## config.mk

```make
export PLATFORM = sky130hd
export DESIGN_NAME = pool_seq
export DESIGN_NICKNAME = d
export VERILOG_FILES = /design/src/rtl/nn_pkg.sv /design/src/rtl/pool_max_acc.sv /design/src/rtl/pool_seq.sv
export SDC_FILE = /design/constraint.sdc
export NUM_CORES = 1
export LEC_CHECK = 0
export CAP_MARGIN = 0
export CORE_ASPECT_RATIO = 1.1
export CORE_MARGIN = 3
export CORE_UTILIZATION = 47
export CTS_BUF_LIST = sky130_fd_sc_hd__clkbuf_8
export CTS_CLUSTER_DIAMETER = 200
export DETAILED_ROUTE_END_ITERATION = 10
export PLACE_DENSITY_LB_ADDON = 0.12
export SYNTH_ARGS = -nofsm -noshare
export SYNTH_HDL_FRONTEND = slang
export SYNTH_SLANG_ARGS = --single-unit
```

## constraint.sdc

```tcl
create_clock -name clk -period 6.8 [get_ports clk]
set_input_delay 1.02 -clock clk [delete_from_list [all_inputs] [get_ports clk]]
set_output_delay 1.02 -clock clk [all_outputs]
set_load 0.005 [all_outputs]
```

## src/rtl/nn_pkg.sv

```systemverilog
// Shared pooling-layer constants: word width, layer codes, per-layer geometry,
// and the signed-max helper used by the pooling datapath.
package nn_pkg;

  localparam int DATSIZE = 22;

  localparam logic [3:0] ST_POOL1 = 4'b0011;
  localparam logic [3:0] ST_POOL2 = 4'b0101;
  localparam logic [3:0] ST_POOL3 = 4'b0111;

  localparam int POOL1_OUT_H = 16;
  localparam int POOL1_OUT_W = 16;
  localparam int POOL1_C     = 16;
  localparam int POOL1_BEATS = 2;
  localparam int POOL2_OUT_H = 8;
  localparam int POOL2_OUT_W = 8;
  localparam int POOL2_C     = 32;
  localparam int POOL2_BEATS = 2;
  localparam int POOL3_OUT_H = 2;
  localparam int POOL3_OUT_W = 2;
  localparam int POOL3_C     = 64;
  localparam int POOL3_BEATS = 8;

  typedef enum logic [1:0] {
    S_IDLE  = 2'd0,
    S_RUN   = 2'd1,
    S_DRAIN = 2'd2,
    S_DONE  = 2'd3
  } pool_fsm_e;

  // Counter limits are held as "last index" so the wrap test is a plain compare.
  typedef struct packed {
    logic [3:0] last_y;
    logic [3:0] last_x;
    logic [5:0] last_c;
    logic [2:0] last_b;
    logic       big;
  } pool_geom_t;

  function automatic logic is_pool(input logic [3:0] code);
    return (code == ST_POOL1) || (code == ST_POOL2) || (code == ST_POOL3);
  endfunction

  function automatic pool_geom_t geom_of(input logic [3:0] code);
    pool_geom_t g;
    g = '0;
    case (code)
      ST_POOL1: begin
        g.last_y = 4'(POOL1_OUT_H - 1);
        g.last_x = 4'(POOL1_OUT_W - 1);
        g.last_c = 6'(POOL1_C - 1);
        g.last_b = 3'(POOL1_BEATS - 1);
        g.big    = 1'b0;
      end
      ST_POOL2: begin
        g.last_y = 4'(POOL2_OUT_H - 1);
        g.last_x = 4'(POOL2_OUT_W - 1);
        g.last_c = 6'(POOL2_C - 1);
        g.last_b = 3'(POOL2_BEATS - 1);
        g.big    = 1'b0;
      end
      ST_POOL3: begin
        g.last_y = 4'(POOL3_OUT_H - 1);
        g.last_x = 4'(POOL3_OUT_W - 1);
        g.last_c = 6'(POOL3_C - 1);
        g.last_b = 3'(POOL3_BEATS - 1);
        g.big    = 1'b1;
      end
      default: g = '0;
    endcase
    return g;
  endfunction

  function automatic logic signed [DATSIZE-1:0] smax(input logic signed [DATSIZE-1:0] a,
                                                     input logic signed [DATSIZE-1:0] b);
    return (b > a) ? b : a;
  endfunction

endpackage

```

## src/rtl/pool_max_acc.sv

```systemverilog
// Window reducer: signed max of a pixel pair folded into a running accumulator.
// acc_vld_o pulses the cycle after the last beat of a window has been folded in.
module pool_max_acc
  import nn_pkg::*;
(
  input  logic                      clk,
  input  logic                      rst_n,
  input  logic                      in_vld_i,
  input  logic                      first_i,
  input  logic                      last_i,
  input  logic [2*DATSIZE-1:0]      pair_i,
  output logic signed [DATSIZE-1:0] acc_o,
  output logic                      acc_vld_o
);

  logic signed [DATSIZE-1:0] even_s, odd_s, m_s, acc_d, acc_q;
  logic                      acc_vld_q;

  // Reduce the pair, then seed or fold into the accumulator.
  always_comb begin
    even_s = pair_i[DATSIZE-1:0];
    odd_s  = pair_i[2*DATSIZE-1:DATSIZE];
    m_s    = smax(even_s, odd_s);
    if (!in_vld_i) begin
      acc_d = acc_q;
    end else if (first_i) begin
      acc_d = m_s;
    end else begin
      acc_d = smax(acc_q, m_s);
    end
  end

  // Accumulator and window-complete flag.
  always_ff @(posedge clk or negedge rst_n) begin
    if (!rst_n) begin
      acc_q     <= '0;
      acc_vld_q <= 1'b0;
    end else begin
      acc_q     <= acc_d;
      acc_vld_q <= in_vld_i & last_i;
    end
  end

  assign acc_o     = acc_q;
  assign acc_vld_o = acc_vld_q;

endmodule

```

## src/rtl/pool_seq.sv

```systemverilog
// Max-pool layer sequencer: walks the pool buffer, reduces windows, writes the conv buffer.
// Optional POOL_RELU_EN clamps negative pooled values to zero on the write port.
module pool_seq
  import nn_pkg::*;
(
  input  logic         clk,
  input  logic         rst_n,
  input  logic [3:0]   state,
  input  logic         start,
  output logic         busy,
  output logic         done,
  output logic         pool_rd_en,
  output logic [3:0]   pool_rd_y,
  output logic [3:0]   pool_rd_x,
  output logic [5:0]   pool_rd_c,
  output logic         pool_rd_updown,
  input  logic [43:0]  pool_rd_data,
  output logic         conv_wr_en,
  output logic [4:0]   conv_wr_y,
  output logic [4:0]   conv_wr_x,
  output logic [5:0]   conv_wr_c,
  output logic [21:0]  conv_wr_data
);

  pool_fsm_e  fsm_q, fsm_d;
  pool_geom_t geom_q, geom_d;
  logic [2:0] b_q, b_d;
  logic [3:0] px_q, px_d, py_q, py_d;
  logic [5:0] c_q, c_d;
  logic       drain_q, drain_d, done_q;
  logic       last_b_s, last_x_s, last_y_s, last_c_s, wrap_all_s, rd_en_s;

  logic       tag_vld_q, tag_first_q, tag_last_q;
  logic [3:0] tag_py_q, tag_px_q, wr_y_q, wr_x_q;
  logic [5:0] tag_c_q, wr_c_q;

  logic signed [DATSIZE-1:0] acc_s;
  logic                      acc_vld_s;

  // State register, layer geometry and read-address counters.
  always_ff @(posedge clk or negedge rst_n) begin
    if (!rst_n) begin
      fsm_q   <= S_IDLE;
      geom_q  <= '0;
      drain_q <= 1'b0;
      done_q  <= 1'b0;
      b_q     <= 3'd0;
      px_q    <= 4'd0;
      py_q    <= 4'd0;
      c_q     <= 6'd0;
    end else begin
      fsm_q   <= fsm_d;
      geom_q  <= geom_d;
      drain_q <= drain_d;
      done_q  <= (fsm_q == S_DONE);
      b_q     <= b_d;
      px_q    <= px_d;
      py_q    <= py_d;
      c_q     <= c_d;
    end
  end

  // Nested beat/px/py/c counters; every counter returns to 0 when the layer wraps.
  always_comb begin
    last_b_s   = (b_q == geom_q.last_b);
    last_x_s   = (px_q == geom_q.last_x);
    last_y_s   = (py_q == geom_q.last_y);
    last_c_s   = (c_q == geom_q.last_c);
    b_d        = b_q;
    px_d       = px_q;
    py_d       = py_q;
    c_d        = c_q;
    wrap_all_s = 1'b0;
    if (fsm_q == S_RUN) begin
      if (last_b_s) begin
        b_d = 3'd0;
        if (last_x_s) begin
          px_d = 4'd0;
          if (last_y_s) begin
            py_d = 4'd0;
            if (last_c_s) begin
              c_d        = 6'd0;
              wrap_all_s = 1'b1;
            end else begin
              c_d = c_q + 6'd1;
            end
          end else begin
            py_d = py_q + 4'd1;
          end
        end else begin
          px_d = px_q + 4'd1;
        end
      end else begin
        b_d = b_q + 3'd1;
      end
    end else begin
      wrap_all_s = 1'b0;
    end
  end

  // Next-state logic; start is only honoured from IDLE.
  always_comb begin
    fsm_d   = fsm_q;
    geom_d  = geom_q;
    drain_d = 1'b0;
    case (fsm_q)
      S_IDLE: begin
        if (start) begin
          geom_d = geom_of(state);
          fsm_d  = is_pool(state) ? S_RUN : S_DONE;
        end else begin
          fsm_d = S_IDLE;
        end
      end
      S_RUN: begin
        if (wrap_all_s) fsm_d = S_DRAIN;
        else            fsm_d = S_RUN;
      end
      S_DRAIN: begin
        drain_d = ~drain_q;
        if (drain_q) fsm_d = S_DONE;
        else         fsm_d = S_DRAIN;
      end
      S_DONE:  fsm_d = S_IDLE;
      default: fsm_d = S_IDLE;
    endcase
  end

  // Status and read-address decode; 4x4 windows split the beat into row, updown and column bits.
  always_comb begin
    busy    = (fsm_q != S_IDLE);
    rd_en_s = (fsm_q == S_RUN);
    if (geom_q.big) begin
      pool_rd_y      = {py_q[2:0], b_q[2]};
      pool_rd_x      = {px_q[2:0], b_q[0]};
      pool_rd_updown = b_q[1];
    end else begin
      pool_rd_y      = py_q;
      pool_rd_x      = px_q;
      pool_rd_updown = b_q[0];
    end
  end

  assign pool_rd_en = rd_en_s;
  assign pool_rd_c  = c_q;
  assign done       = done_q;

  // Beat tags follow the read by one cycle to meet its data; write address latched on the last beat.
  always_ff @(posedge clk or negedge rst_n) begin
    if (!rst_n) begin
      tag_vld_q   <= 1'b0;
      tag_first_q <= 1'b0;
      tag_last_q  <= 1'b0;
      tag_py_q    <= 4'd0;
      tag_px_q    <= 4'd0;
      tag_c_q     <= 6'd0;
      wr_y_q      <= 4'd0;
      wr_x_q      <= 4'd0;
      wr_c_q      <= 6'd0;
    end else begin
      tag_vld_q   <= rd_en_s;
      tag_first_q <= (b_q == 3'd0);
      tag_last_q  <= last_b_s;
      tag_py_q    <= py_q;
      tag_px_q    <= px_q;
      tag_c_q     <= c_q;
      if (tag_vld_q && tag_last_q) begin
        wr_y_q <= tag_py_q;
        wr_x_q <= tag_px_q;
        wr_c_q <= tag_c_q;
      end else begin
        wr_y_q <= wr_y_q;
        wr_x_q <= wr_x_q;
        wr_c_q <= wr_c_q;
      end
    end
  end

  pool_max_acc u_max_acc (
    .clk       (clk),
    .rst_n     (rst_n),
    .in_vld_i  (tag_vld_q),
    .first_i   (tag_first_q),
    .last_i    (tag_last_q),
    .pair_i    (pool_rd_data),
    .acc_o     (acc_s),
    .acc_vld_o (acc_vld_s)
  );

  assign conv_wr_en = acc_vld_s;
  assign conv_wr_y  = {1'b0, wr_y_q};
  assign conv_wr_x  = {1'b0, wr_x_q};
  assign conv_wr_c  = wr_c_q;
`ifdef POOL_RELU_EN
  assign conv_wr_data = acc_s[DATSIZE-1] ? {DATSIZE{1'b0}} : acc_s;
`else
  assign conv_wr_data = acc_s;
`endif

endmodule
```

==> results of run 1 <==
[power by group through the flow]
stage	combinational, mW	sequential, mW	clock [mW]
after floorplan	0.834	0.802	0
after global placement	1.35	0.838	0
after detailed placement	1.38	0.847	0
after CTS	1.38	0.840	0.349
after global routing	1.54	0.870	0.369
final	1.38	0.839	0.343
[cell type report]
class                           count  area share (%)
Inverter                           57            2.90
Sequential cell                    80            27.1
Multi-Input combinational cell    480            49.0
Clock buffer                        9            1.68
Clock inverter                      7           0.745
Timing Repair Buffer              121            16.0
Tap cell                          154            2.61
[synth_stat cells (2+ instances only)]
cell type	instances	area, sq um
nand2b_1	5	31.3
buf_2	5	25.0
nor2b_1	7	43.8
and3_1	25	156
a2111oi_2	21	315
and4_1	26	228
nor2_1	14	52.6
o21a_1	2	15.0
ha_1	49	613
a21o_1	9	67.6
xor2_1	6	52.6
o211ai_1	3	22.5
a2111oi_0	23	201
nand3_1	12	60.1
o21ai_0	26	130
a21oi_1	14	70.1
a211oi_1	21	158
dfrtp_1	80	2000
and2_1	4	25.0
a22oi_1	23	173
nor3_1	10	50.1
buf_4	4	30.0
inv_1	57	214
clkbuf_1	39	146
nor4_1	23	144
xnor2_1	6	52.6
a31oi_1	23	144
a211o_1	4	35.0
nand4_1	8	50.1
nand2_1	73	274
mux2_2	23	259
[cell families after synthesis]
group / Yosys count / share of synthesized area (%)
AO/OA/AOI/OAI: 179 / 23.7
XOR/XNOR: 12 / 1.75
adder cells (fa/ha/maj): 49 / 10.2
buffers and inverters: 105 / 6.90
flip-flops: 80 / 33.3
multiplexers: 23 / 4.30
other: 1 / 0.0623
AND/OR/NAND/NOR: 215 / 19.9
[metrics by stage]
step                hold WS (ps)  cell area, sq um  instances  setup WS, ps  total power [mW]
floorplan                    402              6020        665          1860              1.64
detailed placement           417              7210        892           240              2.23
finish                       428              7390        908           573              2.56
CTS                          436              7390        908           650              2.57
global placement             420              7210        892           323              2.19
global route                 455              7390        908           223              2.78
[worst paths after layout]
path | from | to | slack [ps] | depth (start not counted)
worst max-delay path | pool_rd_data[21] | u_max_acc.acc_o[14]$_DFFE_PN0P_ | 570 | 19
worst min register to register | drain_q$_DFF_PN0_ | drain_q$_DFF_PN0_ | 430 | 1
worst max register to register | u_max_acc.acc_o[21]$_DFFE_PN0P_ | u_max_acc.acc_o[14]$_DFFE_PN0P_ | 3770 | 9
worst min-delay path | drain_q$_DFF_PN0_ | drain_q$_DFF_PN0_ | 430 | 1
max in group asynchronous | rst_n | tag_px_q[2]$_DFF_PN0_ | 5330 | 1
min in group asynchronous | rst_n | u_max_acc.acc_o[14]$_DFFE_PN0P_ | 780 | 1
[state kept, by name, indices dropped and copies added, names as in the netlist, 2 cells and up]
| name | count |
|---|---|
| px_q | 4 |
| wr_x_q | 4 |
| wr_y_q | 4 |
| u_max_acc.acc_o | 22 |
| py_q | 4 |
| tag_c_q | 6 |
| tag_py_q | 4 |
| tag_px_q | 4 |
| geom_q | 5 |
| pool_rd_c | 6 |
| b_q | 3 |
| conv_wr_c | 6 |
| fsm_q | 2 |
[layer usage]
metal	share of wire, %	GRT usage, %
met4	1.8	8.25
met5	0	0
met3	7.1	4.42
met2	49	41.2
met1	42	33.2
[worst reg2reg max path, cell delays in order (launching register included)]
cell and delay, ps:
dfrtp_1 390, inv_1 60, ha_1 340, nand4_1 210, nor4_4 90, a21oi_2 770
a41o_1 320, a211o_1 330, buf_4 270, a31oi_1 120
==> summary.md, run 1 <==
| Metric | Value |
|---|---|
| Cell Pwr Density | 347 nW/um^2 |
| Final core occ | 60.1% |
| CTS tree | yes |
| Buffer depth of the longest clock path | 2 |
| Register area | 2000 sq um |
| First-pass GRT wire length | 28.8 mm |
| Asr flop ratio synth | 100% |
| Area of the core | 12,300 sq um |
| Worst slew pin tran | 1020 ps |
| Max Fclk | 161 MHz |
| Fillers | 1,120 |
| CTS sink cnt | 80 |
| Post-Route Setup TNS | 0 ps |
| Final net count | 849 |
| Final clock skew | 17.6 ps |
| Static leakage | 3.37 nW |
| Syn avg cell area | 9.07 sq um |
| Pint | 1.48 mW |
| Die Wd | 114 um |
| Worst-Skew Late Latency | 380 ps |
| Vias in the first global route | 5,595 |
| Critical-path top delay cell | a21oi_2 |
| Peak supply drop | 214 uV |
| Crit-path cells | clkdlybuf4s50_1 -> inv_1 -> ha_1 -> and4_4 -> nand4_1 -> a31oi_2 -> buf_4 -> nor4_1 -> a2111oi_0 -> buf_4 -> and2_1 -> ha_1 -> nand2_1 -> nor2_1 -> a21oi_2 -> a41o_1 -> a211o_1 -> buf_4 -> a31oi_1 |
| CTS Buf Count | 9 |
| Wire length per cell | 19.3 um |
| Total wire length | 17.6 mm |
| Crit path arrival time | 6460 ps |
| Area delta synth->final | 22.7% |
| IO Port Bufs | 105 |
| Post-DRT Antenna Nets | 0 |
| Switching share of power | 42.1% |
| WP data required | 7040 ps |
| Worst hold-check path type | reg -> reg |
| #FFs+latches synth | 80 |
| EDFF count, synth | 0 |
| Seq/Total Area, Yosys | 33.3% |
| Most used DFF post-synth | dfrtp_1 |
| Vias | 5,656 |
| Row cnt | 42 |
| Via/cell ratio | 6.23 |
| Final setup fails | 0 |
| Most common cell after layout, fill and taps aside | clkdlybuf4s50_1 |
| Final worst-path cycle share | 91.6% |
| Boundary pin count | 108 |
| H-tree Lvls | 3 |
| Initial Util | 49.0% |
| HPWL after DPL | 13.0 mm |
| CTS root buf | clkbuf_8 |
| Cell family with most CP delay | compound AO/OA/AOI/OAI gates |
| Reg clk slew, reported paths | 100 ps |
| DRT Pass-1 Iters | 5 |
| Die area | 14,200 sq um |
| Setup bufs post-CTS | 0 |
| Residual DRC | 0 |
| CTS resizes | 0 |
| Final-report hold violation count | 0 |
| Comb pwr share | 53.8% |
| Share of power burned in registers | 32.8% |
| Max incr delay on CP | 730 ps |
| Netlist cell types | 50 |
| Most used cell, CP | buf_4 |
| Placer Congestion | 0.902 |
| CP Buf/Inv Count | 5 |
| Overall routing resource usage | 25.1% |
| Largest net degree at the start of global routing | 81 |
| Die Ht | 125 um |
| Slew HR | 32.1% |
| Post-Synthesis Cells | 664 |
| # hold bufs at CTS | 0 |
| Initial antenna violation count | 0 |
| Max-cap violations | 0 |
| CP Launch Type | input pin |
| Multi-input gate area | 3620 sq um |
| Most frequent cells in the layout | 104 x clkdlybuf4s50_1, 80 x dfrtp_1, 73 x nand2_1, 58 x inv_1, 49 x ha_1 |
| Drt first-iter violations | 534 |
| Crit. End Element | flip-flop |
| RSZ-0062 raised after global routing | no |
| Setup CP Type | in -> reg |
| Global route overflow | 0 |
| Tmin final | 6230 ps |
| Run status | finished clean |
| Syn. warnings | 0 |
| Clk pwr share | 13.4% |
| Switch Pwr | 1.08 mW |
| Pins Over Slew Limit | 0 |
| Netlist Area Pre-Place | 6020 sq um |
| Layout cell share with drive strength beyond 1 | 11.3% |
| Diode count | 0 |
| Worst Path Max Fanout | 24 |
Power figures use the tool's default switching activity.
==> inputs of run 2 (changes only) <==
==> constraint.sdc (replaced) <==
create_clock -name clk -period 6.8 [get_ports clk]
set_input_delay 2.04 -clock clk [delete_from_list [all_inputs] [get_ports clk]]
set_output_delay 2.04 -clock clk [all_outputs]
set_load 0.005 [all_outputs]
==> run 2 against run 1 <==
Effect of this change:
- final area is 2.4% higher
- largest cell class unchanged
- worst setup slack worse by 370 ps
- clock-buffer cell count stayed put
- first-iteration DRC count is 21% lower
- die area stayed put
==> summary.md, run 2 (same netlist as run 1, synthesis figures left out) <==
| Metric | Value |
|---|---|
| Die Wd | 114 um (unchanged) |
| CTS root buf | clkbuf_8 |
| Die Ht | 125 um (unchanged) |
| CTS Buf Count | 9 (unchanged) |
| Global route overflow | 0 (unchanged) |
| First-pass GRT wire length | 28.2 mm (-1.9%) |
| Crit path arrival time | 6820 ps (+360 ps) |
| Total wire length | 17.7 mm (+1.0%) |
| Worst slew pin tran | 1020 ps (-2.54 ps) |
| Row cnt | 42 (unchanged) |
| H-tree Lvls | 3 (unchanged) |
| CTS resizes | 0 (unchanged) |
| Layout cell share with drive strength beyond 1 | 13.0% (+1.7 points) |
| Via/cell ratio | 6.12 (-1.7%) |
| Tmin final | 6590 ps (+368 ps) |
| Vias | 5,647 (-0.16%) |
| Final worst-path cycle share | 97.0% (+5.4 points) |
| IO Port Bufs | 105 (unchanged) |
| Final worst slack | 206 ps (-368 ps) |
| Area of the core | 12,300 sq um (unchanged) |
| Cell family with most CP delay | compound AO/OA/AOI/OAI gates |
| Residual DRC | 0 (unchanged) |
| Area delta synth->final | 25.7% |
| CTS tree | yes |
| Post-Route Setup TNS | 0 ps (unchanged) |
| Max-cap violations | 0 (unchanged) |
| Final net count | 864 (+1.8%) |
| DRT Pass-1 Iters | 4 (-1) |
| # hold bufs at CTS | 0 (unchanged) |
| Setup CP Type | in -> reg |
| Pins Over Slew Limit | 0 (unchanged) |
| Initial antenna violation count | 0 (unchanged) |
| Cell Pwr Density | 347 nW/um^2 (about the same) |
| Pre-CTS WS | -136 ps (-377 ps) |
| Multi-input gate area | 3620 sq um (about the same) |
| CP Launch Type | input pin |
| Max Fclk | 152 MHz (-5.6%) |
| Crit. End Element | flip-flop |
| Max incr delay on CP | 530 ps (-200 ps) |
| WP data required | 7030 ps (about the same) |
| Worst Path Max Fanout | 24 (unchanged) |
| Run status | finished clean |
| Drt first-iter violations | 422 (-21%) |
| Final setup fails | 0 (unchanged) |
| Die area | 14,200 sq um (unchanged) |
| Register area | 2000 sq um (unchanged) |
| Most common cell after layout, fill and taps aside | clkdlybuf4s50_1 |
| Fillers | 1,097 (-2.1%) |
| Diode count | 0 (unchanged) |
| Vias in the first global route | 5,507 (-1.6%) |
| Placer Congestion | 0.884 (-2.1%) |
| Final-report hold violation count | 0 (unchanged) |
| CTS sink cnt | 80 (unchanged) |
| Overall routing resource usage | 24.7% (-0.33 points) |
| Buffer depth of the longest clock path | 2 (unchanged) |
| Boundary pin count | 108 (unchanged) |
| Initial Util | 49.0% (unchanged) |
| Setup bufs post-CTS | 0 (unchanged) |
| Slew HR | 32.3% (+0.17 points) |
| HPWL after DPL | 13.1 mm (+0.51%) |
| Peak supply drop | 252 uV (+18%) |
| Final clock skew | 7.90 ps (-9.72 ps) |
| Critical-path top delay cell | clkdlybuf4s50_1 |
| Largest register FFs | 22 (unchanged) |
| Largest net degree at the start of global routing | 81 (unchanged) |
| Crit-path cells | clkdlybuf4s50_1 -> inv_1 -> ha_1 -> and3_1 -> o21ai_0 -> a31o_2 -> buf_12 -> nand2b_4 -> buf_4 -> a2111oi_2 -> nand2_1 -> ha_1 -> a21o_1 -> a21o_1 -> a211o_1 -> a41o_1 -> buf_4 -> a2111oi_0 -> a31oi_1 |
| Reg clk slew, reported paths | 90 ps (about the same) |
| Worst hold-check path type | reg -> reg |
| Worst-Skew Late Latency | 370 ps (about the same) |
| Post-DRT Antenna Nets | 0 (unchanged) |
| CP Buf/Inv Count | 5 (unchanged) |
| Wire length per cell | 19.2 um (-0.49%) |
| Static leakage | 3.47 nW (+3.1%) |
| Most frequent cells in the layout | 104 x clkdlybuf4s50_1, 80 x dfrtp_1, 73 x nand2_1, 57 x inv_1, 49 x ha_1 |
run 2: changes by cell type in the layout (fill, tap and decap cells not counted), moves of 2 or more:
cell        previous run  this run
buf_4                 16        27
buf_12                 1         5
a2111oi_1              1         3
clkinvlp_4             3         0
clkinv_4               0         3
a2111oi_0             23        21
run 2: final timing paths:
kind                               startpoint                              end  slack (ps)  cells after the start
setup / recovery              pool_rd_data[4]  u_max_acc.acc_o[18]$_DFFE_PN0P_         210                     19
hold / removal              drain_q$_DFF_PN0_                drain_q$_DFF_PN0_         450                      1
setup reg to reg           fsm_q[0]$_DFF_PN0_         pool_rd_c[4]$_DFFE_PN0P_        4190                      6
hold reg to reg             drain_q$_DFF_PN0_                drain_q$_DFF_PN0_         450                      1
max in group asynchronous               rst_n            tag_py_q[0]$_DFF_PN0_        4310                      1
min in group asynchronous               rst_n  u_max_acc.acc_o[10]$_DFFE_PN0P_        1820                      1
run 2: routing by layer:
layer  share of wire [%]  global-route usage (%)  wire length [um]
met1                  44                    32.0              7760
met2                  48                    41.0              8460
met3                 6.3                    5.54              1110
met4                 2.3                    7.76               411
met5                   0                       0                 0
run 2: layout make-up:
type	instances	share of cell area (%)
clock buffers	9	1.64
flip-flops and latches	80	26.5
multi-input cells	480	47.9
well taps	154	2.55
clock inverters	6	0.926
inverters	57	2.83
repair buffers	136	17.8
run 2: metrics by stage:
step	instances	hold slack (ps)	util [%]	power, mW	cell area (sq um)
2_1_floorplan	665	402	-	1.64	6020
6_report	922	447	61.5	2.62	7570
3_3_place_gp	907	420	59.9	2.23	7370
4_1_cts	922	451	61.5	2.64	7560
5_1_grt	922	473	61.5	2.83	7570
3_5_place_dp	907	430	59.9	2.27	7370
run 2: power breakdown:
| group | switching [mW] | leakage [nW] | internal (mW) | total, mW |
|---|---|---|---|---|
| Combinational | 0.707 | 2.37 | 0.717 | 1.42 |
| Sequential | 0.171 | 1.01 | 0.667 | 0.838 |
| Clock | 0.193 | 0.0996 | 0.170 | 0.363 |
| Total | 1.07 | 3.47 | 1.55 | 2.62 |
==> inputs of run 3 (changes only) <==
--- a/config.mk
+++ b/config.mk
@@ -13,6 +13,7 @@
 export CTS_CLUSTER_DIAMETER = 200
 export DETAILED_ROUTE_END_ITERATION = 10
 export PLACE_DENSITY_LB_ADDON = 0.12
+export SKIP_LAST_GASP = 1
 export SYNTH_ARGS = -nofsm -noshare
 export SYNTH_HDL_FRONTEND = slang
 export SYNTH_SLANG_ARGS = --single-unit
==> results of run 3 <==
Final layout, timing and power as in run 2 (identical DEF).
